[src/rtl/vx_ibuffer_issue_sched.sv]
// ============================================================================
// Module  : vx_ibuffer_issue_sched
// Purpose : Round-robin scheduler popping per-warp ibuffer heads into one
//           registered valid/ready issue channel, with saturating perf counters.
// Revision: 1.0
// ============================================================================
`default_nettype none

module vx_ibuffer_issue_sched #(
  parameter  int NUM_WIS = 4,
  parameter  int DATA_W  = 128,
  parameter  int PERF_W  = 32,
  localparam int WIS_W   = (NUM_WIS > 1) ? $clog2(NUM_WIS) : 1
) (
  input  logic                      clk,
  input  logic                      reset,
  input  logic [NUM_WIS-1:0]        in_valid,
  input  logic [NUM_WIS*DATA_W-1:0] in_data,
  output logic [NUM_WIS-1:0]        in_ready,
  input  logic [NUM_WIS-1:0]        wis_mask,
  output logic                      out_valid,
  output logic [DATA_W-1:0]         out_data,
  output logic [WIS_W-1:0]          out_wis,
  input  logic                      out_ready,
  output logic [PERF_W-1:0]         perf_issued,
  output logic [PERF_W-1:0]         perf_stalls
);

  localparam logic [WIS_W-1:0] c_LAST_WIS = WIS_W'(NUM_WIS - 1);

  logic [WIS_W-1:0]   r_rr_ptr;
  logic               r_out_valid;
  logic [DATA_W-1:0]  r_out_data;
  logic [WIS_W-1:0]   r_out_wis;
  logic [PERF_W-1:0]  r_perf_issued;
  logic [PERF_W-1:0]  r_perf_stalls;

  logic [NUM_WIS-1:0] w_eligible;
  logic [WIS_W-1:0]   w_grant;
  logic               w_any;
  logic               w_load;
  logic [WIS_W-1:0]   w_next_ptr;
  logic [DATA_W-1:0]  w_grant_data;
  int                 w_scan_idx;

  assign w_eligible = in_valid & wis_mask;

  // Cyclic scan starting at rr_ptr; explicit wrap keeps non-power-of-two counts correct.
  always_comb begin
    w_grant    = '0;
    w_any      = 1'b0;
    w_scan_idx = 0;
    for (int k = 0; k < NUM_WIS; k++) begin
      w_scan_idx = int'(r_rr_ptr) + k;
      if (w_scan_idx >= NUM_WIS) begin
        w_scan_idx = w_scan_idx - NUM_WIS;
      end
      if (!w_any && w_eligible[w_scan_idx]) begin
        w_any   = 1'b1;
        w_grant = WIS_W'(w_scan_idx);
      end
    end
  end

  assign w_load       = (!r_out_valid || out_ready) && w_any;
  assign w_next_ptr   = (w_grant == c_LAST_WIS) ? '0 : w_grant + 1'b1;
  assign w_grant_data = in_data[int'(w_grant)*DATA_W +: DATA_W];

  always_comb begin
    in_ready = '0;
    if (reset && w_load) begin
      in_ready[w_grant] = 1'b1;
    end
  end

  always_ff @(posedge clk) begin
    if (!reset) begin
      r_rr_ptr    <= '0;
      r_out_valid <= 1'b0;
      r_out_data  <= '0;
      r_out_wis   <= '0;
    end else if (w_load) begin
      r_rr_ptr    <= w_next_ptr;
      r_out_valid <= 1'b1;
      r_out_data  <= w_grant_data;
      r_out_wis   <= w_grant;
    end else if (out_ready) begin
      // Drained with nothing to refill: data/wis deliberately left stale.
      r_out_valid <= 1'b0;
    end
  end

  always_ff @(posedge clk) begin
    if (!reset) begin
      r_perf_issued <= '0;
      r_perf_stalls <= '0;
    end else if (r_out_valid) begin
      if (out_ready && (r_perf_issued != '1)) begin
        r_perf_issued <= r_perf_issued + 1'b1;
      end
      if (!out_ready && (r_perf_stalls != '1)) begin
        r_perf_stalls <= r_perf_stalls + 1'b1;
      end
    end
  end

  assign out_valid   = r_out_valid;
  assign out_data    = r_out_data;
  assign out_wis     = r_out_wis;
  assign perf_issued = r_perf_issued;
  assign perf_stalls = r_perf_stalls;

endmodule

`default_nettype wire

[config.mk]
export PLATFORM = sky130hd
export DESIGN_NAME = vx_ibuffer_issue_sched
export DESIGN_NICKNAME = d
export VERILOG_FILES = /design/src/rtl/vx_ibuffer_issue_sched.sv
export SDC_FILE = /design/constraint.sdc
export NUM_CORES = 1
export LEC_CHECK = 0
export ABC_CLOCK_PERIOD_IN_PS = 2300
export CELL_PAD_IN_SITES_DETAIL_PLACEMENT = 1
export CELL_PAD_IN_SITES_GLOBAL_PLACEMENT = 1
export CORE_AREA = 2 2 279 281
export DETAILED_ROUTE_END_ITERATION = 8
export DIE_AREA = 0 0 281 283
export GPL_TIMING_DRIVEN = 0
export PLACE_DENSITY = 0.55
export REMOVE_ABC_BUFFERS = 1
export SETUP_SLACK_MARGIN = 0.15
export SYNTH_ARGS = -nofsm -noshare
export SYNTH_HDL_FRONTEND = slang
export SYNTH_SLANG_ARGS = --single-unit
[constraint.sdc]
create_clock -name clk -period 2.3 [get_ports clk]
set_input_delay 0.46 -clock clk [delete_from_list [all_inputs] [get_ports clk]]
set_output_delay 0.46 -clock clk [all_outputs]
set_load 0.01 [all_outputs]
==> metrics.yaml <==
hold_violations: 0
row_count: 102
io_buffers: 721
utilization_pct: 31.4
drtIter0Drc: 503
worstPathRequired_ns: 1.84
ios: 722
min_from: "reset"
ir_drop_mv: 0.542
die_width_um: 281
synth_edf_count: 0
r2r_start: "r_rr_ptr[1]"
synth_most_common_cell: "dfxtp_1"
tightest_slew_ns: 0.848
antenna_left: 0
grt_first_pass_wirelength_um: 112000
drive_gt1_share_pct: 16.5
clkSinkCount: 197
synth_commonest_cells: "dfxtp_1, nand2_1, o21ai_0, nand3_1, mux2i_1"
cpMostUsedCell: "and3_4"
violations: "negative setup slack"
dp.cells: 3113
cp-end-kind: "output pin"
root_buffer: "clkbuf_16"
grt_max_degree: 63
post_drt_wl_per_cell_um: 24.5
finalMaxSlewViolations: 0
status: "complete, but fails checks"
dpl.hpwl_um: 56100
arrival_ns: 2.17
synth_top_family_by_area: "compound AO/OA/AOI/OAI gates"
critPathKind: "reg2out"
ys_warn_count: 0
fin_cells: 3302
clk_latency_ns: 0.50
synthMuxAreaShare_pct: 12.0
maxCapViolCount: 0
synth.distinct_cells: 51
final_nets: 2769
cts_buffer_depth: 2
coreArea_um2: 76700
numCtsBuffers: 17
cts_tree: "yes"
start_util_pct: 15.0
cp_cell_sequence: "and3_4 -> o311a_4 -> buf_16 -> nor2_4 -> buf_12 -> ha_4 -> and3_4 -> buf_6"
cp_max_fo: 5
setup.worst_path.start: "r_rr_ptr[1]"
ys.flop_type: "dfxtp_1"
vias: 15000
max_freq_mhz: 380
die_h_um: 283
yosys.area_share.adder_pct: 0.434
synth.cell_area_um2: 11500
avgSynthCellArea_um2: 8.03
critPathLaunchType: "register"
routed_wl_um: 80800
p_leak_nw: 8.39
period_needed_ns: 2.63
fin_crit_sh_pct: 114
area_delta_synth_final_pct: 109
grt.overflow.total: 0
synthSimpleGateAreaFrac_pct: 18.9
rsz0062_at_grt: "true"
total_power_mw: 13.2
first_pass_iters: 5
h-tree-depth: 4
synthCells: 1435
synth_area_leader_cell: "dfxtp_1"
drc_errors: 0
hold_buffers: 0
slowest_stage: "o311a_4"
ys_seq_area_share_pct: 34.2
max_stage_delay_ns: 0.38
clk_pin_slew_ns: 0.08
antenna_found_initial: 15
slew_headroom_pct: 43.4
synth_compound_area_share_pct: 28.0
grt_pass1_vias: 15900
p_per_area_nw_per_um2: 546
track_usage_pct: 19.4
synth_top_area_share_pct: 34.2
viasPerCell: 4.53
worst_hold_path_type: "in2reg"
async_flop_share_pct: 0
synth-xor-area-share_pct: 0.988
fin_tns_setup_ns: -16.19
setup_viol: 97
worst_slack_ns: -0.329
place_congestion: 0.803
skew_ns: 0.0219
synth-seq-cells: 197
synth_area_leaders: "dfxtp_1, mux2i_1, o211ai_1, a21o_1, o21ai_0"
dieArea_um2: 79500
[repair_timing]
action                                  4_1_cts  5_1_grt
gates cloned                                 20        7
pin swaps                                    30       26
endpoints found under the setup margin      195      168
endpoints found under the hold margin         0        0
gates resized for setup                     289       86
buffers inserted                             87       36
[flip-flops by register name, indices dropped and copies added (netlist names)]
| signal | count |
|---|---|
| perf_issued | 32 |
| r_rr_ptr | 2 |
| perf_stalls | 32 |
| out_valid | 1 |
| out_wis | 2 |
| out_data | 128 |
[layout make-up]
| type | count | area (um2) |
|---|---|---|
| inverter | 16 | 60.1 |
| clock inverter | 14 | 163 |
| clock buffer | 18 | 429 |
| antenna | 7 | 17.5 |
| timing repair buffer | 913 | 10000 |
| sequential | 197 | 3980 |
| fill | 8754 | 52600 |
| tap | 1040 | 1300 |
| multi-input combinational | 1097 | 8100 |
[power by group]
group	total, mW	leakage [nW]	internal (mW)	switching [mW]
Clock	3.33	0.291	1.56	1.78
Combinational	5.84	6.48	3.20	2.64
Sequential	3.98	1.62	3.77	0.211
[critical path: cells and delay by family, from the launching register on]
| kind | cells | cell delay, ns |
|---|---|---|
| adders and majority gates | 1 | 0.12 |
| AOI/OAI and AO/OA | 1 | 0.38 |
| and+or+nand+nor | 3 | 0.43 |
| buffers and inverters | 3 | 0.38 |
| DFF | 1 | 0.35 |
[path summary, 6_finish.rpt]
path              slack [ns]      endpoint  depth (start not counted)
hold / removal          0.42     out_valid                          2
setup / recovery       -0.33   in_ready[2]                          8
hold reg to reg         0.47  out_data[42]                          2
setup reg to reg       -0.31  out_data[87]                         14
[cells by family (layout without fill, tap and decap cells)]
family	count (synthesis)	after routing
AO/OA/AOI/OAI	492	494
XOR/XNOR	13	13
adder cells (fa/ha/maj)	4	4
buffers and inverters	144	961
flip-flops	197	197
multiplexers	138	138
other	0	7
AND/OR/NAND/NOR	447	448
[cell usage in the layout, fill, tap and decap left out, drive strengths merged, types with 9 or more instances in the layout]
| cell | synthesis | routed |
|---|---|---|
| a21o | 129 | 129 |
| a21oi | 43 | 43 |
| and4 | 10 | 10 |
| buf | 39 | 188 |
| clkbuf | 89 | 24 |
| clkdlybuf4s50 | 0 | 702 |
| dfxtp | 197 | 197 |
| dlygate4sd2 | 0 | 13 |
| inv | 16 | 23 |
| mux2i | 138 | 138 |
| nand2 | 169 | 169 |
| nand3 | 150 | 151 |
| nand4 | 21 | 21 |
| nor2 | 27 | 27 |
| o211ai | 130 | 130 |
| o21ai | 161 | 161 |
| o31ai | 9 | 9 |
| or3 | 31 | 31 |
| xnor2 | 10 | 10 |
[layer usage]
layer / vias up / GRT usage (%) / part of all wire, %
li1: 6967 / - / -
met1: 7442 / 22.8 / 41
met2: 482 / 34.5 / 51
met3: 66 / 4.96 / 6.3
met4: 12 / 5.23 / 2.0
met5: - / 0 / 0.098
[metrics by stage]
stage	setup WS, ns	hold slack (ns)	area (um2)
after global routing	-0.396	0.398	24100
final	-0.329	0.423	24100
after floorplan	-9.84	0.477	11000
after global placement	-28.03	0.444	19500
after detailed placement	-2.07	0.453	20300
after CTS	-0.367	0.373	23300
Power figures use the tool's default switching activity.
